===== src/rtl/ov7670_cfg_pkg.sv =====
// Shared types and constants for the OV7670 SCCB init sequencer and its register ROM.
package ov7670_cfg_pkg;

  localparam logic [15:0] ROM_END        = 16'hFFFF;
  localparam logic [15:0] ROM_DELAY      = 16'hFFF0;
  localparam logic [6:0]  OV7670_WR_ADDR = 7'h21;

  typedef enum logic [3:0] {
    S_IDLE,
    S_FETCH,
    S_CMD,
    S_DATA_REG,
    S_DATA_VAL,
    S_WAIT_BUSY_HI,
    S_WAIT_BUSY_LO,
    S_CHECK,
    S_DELAY,
    S_DONE,
    S_ERR
  } seq_state_e;

  typedef struct packed {
    logic [7:0] reg_addr;
    logic [7:0] value;
  } rom_entry_t;

endpackage


===== src/rtl/ov7670_reg_rom.sv =====
// Registered {reg, value} ROM for the OV7670: soft reset, settle delay, RGB444 QVGA setup.
module ov7670_reg_rom
  import ov7670_cfg_pkg::*;
#(
  parameter int IDX_W    = 7,
  parameter bit TEST_ROM = 1'b0
) (
  input  logic             clk,
  input  logic [IDX_W-1:0] addr,
  output rom_entry_t       entry
);

  logic [15:0] prod_word;
  logic [15:0] test_word;

  always_comb begin
    prod_word = ROM_END;
    case (int'(addr))
      0:  prod_word = 16'h1280;
      1:  prod_word = ROM_DELAY;
      2:  prod_word = 16'h1214;
      3:  prod_word = 16'h8C02;
      4:  prod_word = 16'h0400;
      5:  prod_word = 16'h40D0;
      6:  prod_word = 16'h3A04;
      7:  prod_word = 16'h1418;
      8:  prod_word = 16'h4FB3;
      9:  prod_word = 16'h50B3;
      10: prod_word = 16'h5100;
      11: prod_word = 16'h523D;
      12: prod_word = 16'h53A7;
      13: prod_word = 16'h54E4;
      14: prod_word = 16'h589E;
      15: prod_word = 16'h3DC0;
      16: prod_word = 16'h1101;
      17: prod_word = 16'h1716;
      18: prod_word = 16'h1804;
      19: prod_word = 16'h3224;
      20: prod_word = 16'h1902;
      21: prod_word = 16'h1A7A;
      22: prod_word = 16'h030A;
      23: prod_word = 16'h0C04;
      24: prod_word = 16'h3E19;
      25: prod_word = 16'h7211;
      26: prod_word = 16'h73F1;
      27: prod_word = 16'hA202;
      default: prod_word = ROM_END;
    endcase
  end

  // Short table for simulation: reset, settle, one register, end.
  always_comb begin
    test_word = ROM_END;
    case (int'(addr))
      0: test_word = 16'h1280;
      1: test_word = ROM_DELAY;
      2: test_word = 16'h40D0;
      default: test_word = ROM_END;
    endcase
  end

  always_ff @(posedge clk) begin
    entry <= TEST_ROM ? test_word : prod_word;
  end

endmodule


===== src/rtl/ov7670_sccb_init_seq.sv =====
// Walks the OV7670 register ROM and issues one SCCB write per entry through the
// i2c_master command/data streams, with settle delays and missed-ACK retries.
//
// state          | meaning
// ---------------+-----------------------------------------------------------
// S_IDLE         | waiting for auto-start after reset or a start pulse
// S_FETCH        | ROM read in flight (2 cycles), then decode marker/write
// S_CMD          | command beat offered until cmd handshake
// S_DATA_REG     | register byte offered until tready
// S_DATA_VAL     | value byte (tlast) offered until tready
// S_WAIT_BUSY_HI | wait for master to go busy, 16-cycle fall-through
// S_WAIT_BUSY_LO | wait for master to finish the transfer
// S_CHECK        | advance, retry on missed ACK, or give up
// S_DELAY        | settle countdown at a delay marker
// S_DONE         | sequence complete
// S_ERR          | retries exhausted, entry_idx holds the failing entry
module ov7670_sccb_init_seq
  import ov7670_cfg_pkg::*;
#(
  parameter logic [6:0]  DEV_ADDR      = OV7670_WR_ADDR,
  parameter int          NUM_ENTRIES   = 80,
  parameter logic [15:0] PRESCALE      = 16'd63,
  parameter int          SETTLE_CYCLES = 1_000_000,
  parameter int          MAX_RETRIES   = 3,
  parameter bit          AUTO_START    = 1'b1,
  parameter bit          TEST_ROM      = 1'b0
) (
  input  logic                           clk,
  input  logic                           reset_,
  input  logic                           start,
  output logic                           done,
  output logic                           error,
  output logic                           running,
  output logic [$clog2(NUM_ENTRIES)-1:0] entry_idx,
  output logic [6:0]                     s_axis_cmd_address,
  output logic                           s_axis_cmd_start,
  output logic                           s_axis_cmd_read,
  output logic                           s_axis_cmd_write,
  output logic                           s_axis_cmd_write_multiple,
  output logic                           s_axis_cmd_stop,
  output logic                           s_axis_cmd_valid,
  input  logic                           s_axis_cmd_ready,
  output logic [7:0]                     s_axis_data_tdata,
  output logic                           s_axis_data_tvalid,
  input  logic                           s_axis_data_tready,
  output logic                           s_axis_data_tlast,
  output logic                           m_axis_data_tready,
  input  logic                           busy,
  input  logic                           missed_ack,
  output logic [15:0]                    prescale,
  output logic                           stop_on_idle
);

  localparam int IDX_W = $clog2(NUM_ENTRIES);
  localparam int DLY_W = $clog2(SETTLE_CYCLES + 1);
  localparam int RTY_W = (MAX_RETRIES > 0) ? $clog2(MAX_RETRIES + 1) : 1;
  localparam logic [3:0] BUSY_TMO = 4'd15;

  seq_state_e       state;
  rom_entry_t       cur;
  logic [15:0]      cur_word;
  logic             fetch_ph;
  logic             ack_err;
  logic             auto_fired;
  logic [RTY_W-1:0] retries;
  logic [DLY_W-1:0] dly_cnt;
  logic [3:0]       tmo;
  logic             launch;
  logic             ack_window;
  logic             at_end;

  ov7670_reg_rom #(
    .IDX_W    (IDX_W),
    .TEST_ROM (TEST_ROM)
  ) u_rom (
    .clk   (clk),
    .addr  (entry_idx),
    .entry (cur)
  );

  assign cur_word = cur;

  assign s_axis_cmd_address        = DEV_ADDR;
  assign s_axis_cmd_start          = s_axis_cmd_valid;
  assign s_axis_cmd_write_multiple = s_axis_cmd_valid;
  assign s_axis_cmd_stop           = s_axis_cmd_valid;
  assign s_axis_cmd_read           = 1'b0;
  assign s_axis_cmd_write          = 1'b0;
  assign m_axis_data_tready        = 1'b1;
  assign prescale                  = PRESCALE;
  assign stop_on_idle              = 1'b1;

  // A start pulse is only honoured while parked; auto-start fires once per reset.
  assign launch = (state inside {S_IDLE, S_DONE, S_ERR}) &&
                  (start || (AUTO_START && !auto_fired));

  assign ack_window = state inside {S_CMD, S_DATA_REG, S_DATA_VAL,
                                    S_WAIT_BUSY_HI, S_WAIT_BUSY_LO};

  assign at_end = ({1'b0, entry_idx} == (IDX_W + 1)'(NUM_ENTRIES));

  always_ff @(posedge clk or negedge reset_) begin
    if (!reset_) begin
      state              <= S_IDLE;
      entry_idx          <= '0;
      retries            <= '0;
      dly_cnt            <= '0;
      tmo                <= '0;
      fetch_ph           <= 1'b0;
      ack_err            <= 1'b0;
      auto_fired         <= 1'b0;
      done               <= 1'b0;
      error              <= 1'b0;
      running            <= 1'b0;
      s_axis_cmd_valid   <= 1'b0;
      s_axis_data_tvalid <= 1'b0;
      s_axis_data_tlast  <= 1'b0;
      s_axis_data_tdata  <= '0;
    end else begin
      if (ack_window && missed_ack) ack_err <= 1'b1;

      if (launch) begin
        state      <= S_FETCH;
        entry_idx  <= '0;
        retries    <= '0;
        fetch_ph   <= 1'b0;
        auto_fired <= 1'b1;
        done       <= 1'b0;
        error      <= 1'b0;
        running    <= 1'b1;
      end else begin
        case (state)
          S_FETCH: begin
            if (!fetch_ph) begin
              fetch_ph <= 1'b1;
            end else begin
              fetch_ph <= 1'b0;
              if (at_end || cur_word == ROM_END) begin
                state   <= S_DONE;
                done    <= 1'b1;
                running <= 1'b0;
              end else if (cur_word == ROM_DELAY) begin
                state   <= S_DELAY;
                dly_cnt <= '0;
              end else begin
                state            <= S_CMD;
                s_axis_cmd_valid <= 1'b1;
                ack_err          <= 1'b0;
              end
            end
          end
          S_CMD: begin
            if (s_axis_cmd_ready) begin
              s_axis_cmd_valid   <= 1'b0;
              s_axis_data_tvalid <= 1'b1;
              s_axis_data_tdata  <= cur.reg_addr;
              s_axis_data_tlast  <= 1'b0;
              state              <= S_DATA_REG;
            end
          end
          S_DATA_REG: begin
            if (s_axis_data_tready) begin
              s_axis_data_tdata <= cur.value;
              s_axis_data_tlast <= 1'b1;
              state             <= S_DATA_VAL;
            end
          end
          S_DATA_VAL: begin
            if (s_axis_data_tready) begin
              s_axis_data_tvalid <= 1'b0;
              s_axis_data_tlast  <= 1'b0;
              s_axis_data_tdata  <= '0;
              tmo                <= BUSY_TMO;
              state              <= S_WAIT_BUSY_HI;
            end
          end
          S_WAIT_BUSY_HI: begin
            // The master may already be idle again if the transfer was very short.
            if (busy || tmo == 4'd0) state <= S_WAIT_BUSY_LO;
            else                     tmo   <= tmo - 4'd1;
          end
          S_WAIT_BUSY_LO: begin
            if (!busy) state <= S_CHECK;
          end
          S_CHECK: begin
            if (!ack_err) begin
              entry_idx <= entry_idx + IDX_W'(1);
              retries   <= '0;
              state     <= S_FETCH;
            end else if (retries < RTY_W'(MAX_RETRIES)) begin
              retries          <= retries + RTY_W'(1);
              ack_err          <= 1'b0;
              s_axis_cmd_valid <= 1'b1;
              state            <= S_CMD;
            end else begin
              error   <= 1'b1;
              running <= 1'b0;
              state   <= S_ERR;
            end
          end
          S_DELAY: begin
            if (dly_cnt == DLY_W'(SETTLE_CYCLES - 1)) begin
              dly_cnt   <= '0;
              entry_idx <= entry_idx + IDX_W'(1);
              state     <= S_FETCH;
            end else begin
              dly_cnt <= dly_cnt + DLY_W'(1);
            end
          end
          default: ;
        endcase
      end
    end
  end

endmodule

===== config.mk =====
export PLATFORM = sky130hd
export DESIGN_NAME = ov7670_sccb_init_seq
export DESIGN_NICKNAME = d
export VERILOG_FILES = /design/src/rtl/ov7670_cfg_pkg.sv /design/src/rtl/ov7670_reg_rom.sv /design/src/rtl/ov7670_sccb_init_seq.sv
export SDC_FILE = /design/constraint.sdc
export NUM_CORES = 1
export LEC_CHECK = 0
export BUFFER_PORTS_ARGS = -buffer_cell sky130_fd_sc_hd__buf_2
export CAP_MARGIN = 30
export CORE_MARGIN = 8
export CORE_UTILIZATION = 35
export DETAILED_ROUTE_END_ITERATION = 10
export SYNTH_ARGS = -nofsm -noshare
export SYNTH_HDL_FRONTEND = slang
export SYNTH_HIERARCHICAL = 1
export SYNTH_SLANG_ARGS = --single-unit

===== constraint.sdc =====
create_clock -name clk -period 4.15 [get_ports clk]
set_input_delay 0.83 -clock clk [delete_from_list [all_inputs] [get_ports clk]]
set_output_delay 0.83 -clock clk [all_outputs]
set_load 0.03 [all_outputs]

==> impl_metrics.json <==
{
  "cts.root.buffer_cell": "clkbuf_16",
  "rsz0062_at_grt": "no",
  "drv_slew": 0,
  "p_leak_nw": 2.03,
  "setup.worst_path.start_class": "register",
  "placementRows": 41,
  "required_ns": 4.41,
  "skew_ns": 0.00710,
  "hold_buffers": 0,
  "fin_crit_ns": 2.64,
  "syn_inst": 533,
  "vias": 3840,
  "drtAntennaViolNets": 0,
  "power_w": 0.00341,
  "drc": 0,
  "clock.fmax_ghz": 0.379,
  "die-area_um2": 17000,
  "fin_tns_setup_ns": 0,
  "path_class": "reg2reg",
  "syn_area_per_cell_um2": 8.56,
  "core_um2": 12700,
  "end_kind": "register",
  "dp_hpwl_mm": 7.91,
  "setup_ws_ns": 1.51,
  "syn-cell-area_um2": 4560,
  "wl_per_cell_um": 15.4,
  "rr_endpoint": "dly_cnt[12]",
  "irDropWorstVdd_mv": 0.256,
  "die_y_um": 130,
  "ios": 58,
  "worst_pin_slew_ns": 0.990,
  "mostFrequentLayoutCell": "dfrtp_1",
  "start_util_pct": 36.0,
  "syn_to_final_growth_pct": 9.13,
  "min_period_over_period_pct": 63.6,
  "final_nets": 561,
  "worstRegToRegCells": 5,
  "power_density_nw_per_um2": 684,
  "relSlewSlack_pct": 33.8,
  "pre_cts_ws_ns": 1.58,
  "finish.instance_area_um2": 4980,
  "post_cts_buffers": 0,
  "final_cell_mix": "dfrtp_1 (54), nand2_1 (47), nor2_1 (40)",
  "grt_pass1_vias": 3554,
  "clkTransAtPathRegs_ns": 0.06,
  "synth_top_flop_cell": "dfrtp_1",
  "die_w_um": 130,
  "async_flop_share_pct": 77.1,
  "holdCritStartpoint": "auto_fired",
  "status": "complete, no violations",
  "grt_overflow": 0,
  "drv_cap": 0,
  "htree_levels": 3,
  "ys_warn_count": 6,
  "synth_seq_cells": 70,
  "wl_mm": 11.1,
  "numClockSinks": 70,
  "cts_tree": "done",
  "worstHoldEndpoint": "auto_fired",
  "gp_congestion": 0.850,
  "cts_made_buffers": 9,
  "yosysTopAreaCell": "dfrtp_1",
  "grt_max_degree": 42,
  "ys_seq_area_share_pct": 36.6,
  "hold_viol": 0,
  "via_per_inst": 5.35,
  "yosys-top-cells-area": "dfrtp_1 (30%), dfxtp_1 (7.0%), buf_4 (5.6%)",
  "cts.repair.resized": 0,
  "final_layout_size_suffix_gt1_share_pct": 13.2,
  "grt_pass1_wl_mm": 18.3,
  "portBuffers": 30,
  "clock_path_buffers": 2,
  "fillerInstances": 1327,
  "hold_class": "reg2reg",
  "drtPass1Iterations": 5,
  "synth-edff-count": 0,
  "reg2reg_from": "state[0]",
  "cp_max_fo": 26,
  "whs_path_depth": 1,
  "r2r_slack_ns": 1.51,
  "antenna_found_initial": 0,
  "antennaDiodeCount": 0,
  "placed_cell_area_um2": 4660,
  "grt_usage_pct": 13.3,
  "synth_top_area_share_pct": 29.6,
  "critPathArrivalTime_ns": 2.90,
  "setup_viol": 0,
  "ys_types": 77,
  "clock_latency_ns": 0.33,
  "first_iter_violations": 329
}
==> sequential cells by signal (all words and copies together), names as in the netlist, 2 cells and up <==
name	flops
tmo	4
entry_idx	7
s_axis_data_tdata	8
dly_cnt	20
u_rom/entry	16
retries	2
state	4
==> stage by stage <==
step           std cells  hold WS, ns  util, %
2_1_floorplan        558        0.435        -
3_3_place_gp         701        0.453     36.7
3_5_place_dp         702        0.456     36.8
4_1_cts              718        0.470     39.3
5_1_grt              718        0.510     39.3
6_report             718        0.463     39.3
==> power by group <==
group	switching [W]	internal, W	total, W
clock	0.000316	0.000512	0.000828
combinational	0.000885	0.000556	0.00144
sequential	0.000271	0.000868	0.00114
total	0.00147	0.00194	0.00341
==> worst max path at each step <==
stage	from	end	cells past startpoint
2_1_floorplan	tmo[0]	state[1]	8
3_3_place_gp	state[0]	dly_cnt[12]	5
3_5_place_dp	state[0]	dly_cnt[3]	5
4_1_cts	state[0]	dly_cnt[12]	5
5_1_grt	state[0]	dly_cnt[12]	5
6_report	state[0]	dly_cnt[12]	5
==> cells in the mapped netlist (6+ instances only) <==
master    instances
dfrtp_1          54
nor2_1           40
buf_4            34
nor3_1           21
xnor2_1           6
o31ai_1           8
a21oi_1          33
o211ai_1          9
inv_1            18
or3_1             6
buf_2            15
mux2i_1           6
nand2_1          47
a22oi_1          12
nor2b_1           9
o21ai_0          35
nand2b_1         10
nand3_1          16
dfxtp_1          16
clkbuf_1          9
and2_1            6
ha_1             13
nand4_1          10
==> cell type report <==
type                       instances  area (um2)  area share, %
timing repair buffer              34         178           3.57
clock buffer                      10         250           5.02
inverter                          18        67.6           1.36
multi-input combinational        408        2520           50.7
clock inverter                     6        73.8           1.48
tap                              172         215           4.32
sequential                        70        1670           33.6
==> critical path, stage by stage (launching register included) <==
cell	delay [ns]
dfrtp_1	0.64
nor3_1	0.34
nand2_1	0.32
nor2_1	0.88
a41oi_1	0.22
a21oi_1	0.17
==> cells by family after synthesis <==
family | after synthesis | share of synthesized area [%]
simple gates | 201 | 23.7
compound gates | 149 | 22.0
buf+inv | 80 | 10.1
flops | 70 | 36.6
fa+ha+maj | 14 | 3.78
mux | 10 | 2.30
xor+xnor | 7 | 1.34
other cells | 2 | 0.165
==> metal layers <==
layer  GRT usage, %  part of all wire [%]  vias to the layer above
met3           1.67                   4.6                        9
li1               -                     -                     1895
met1           19.1                    47                     1849
met2           20.2                    47                       87
met4           4.51                   1.2                        0
met5              0                     0                        -
No activity file was read; power rests on OpenSTA's default activity.
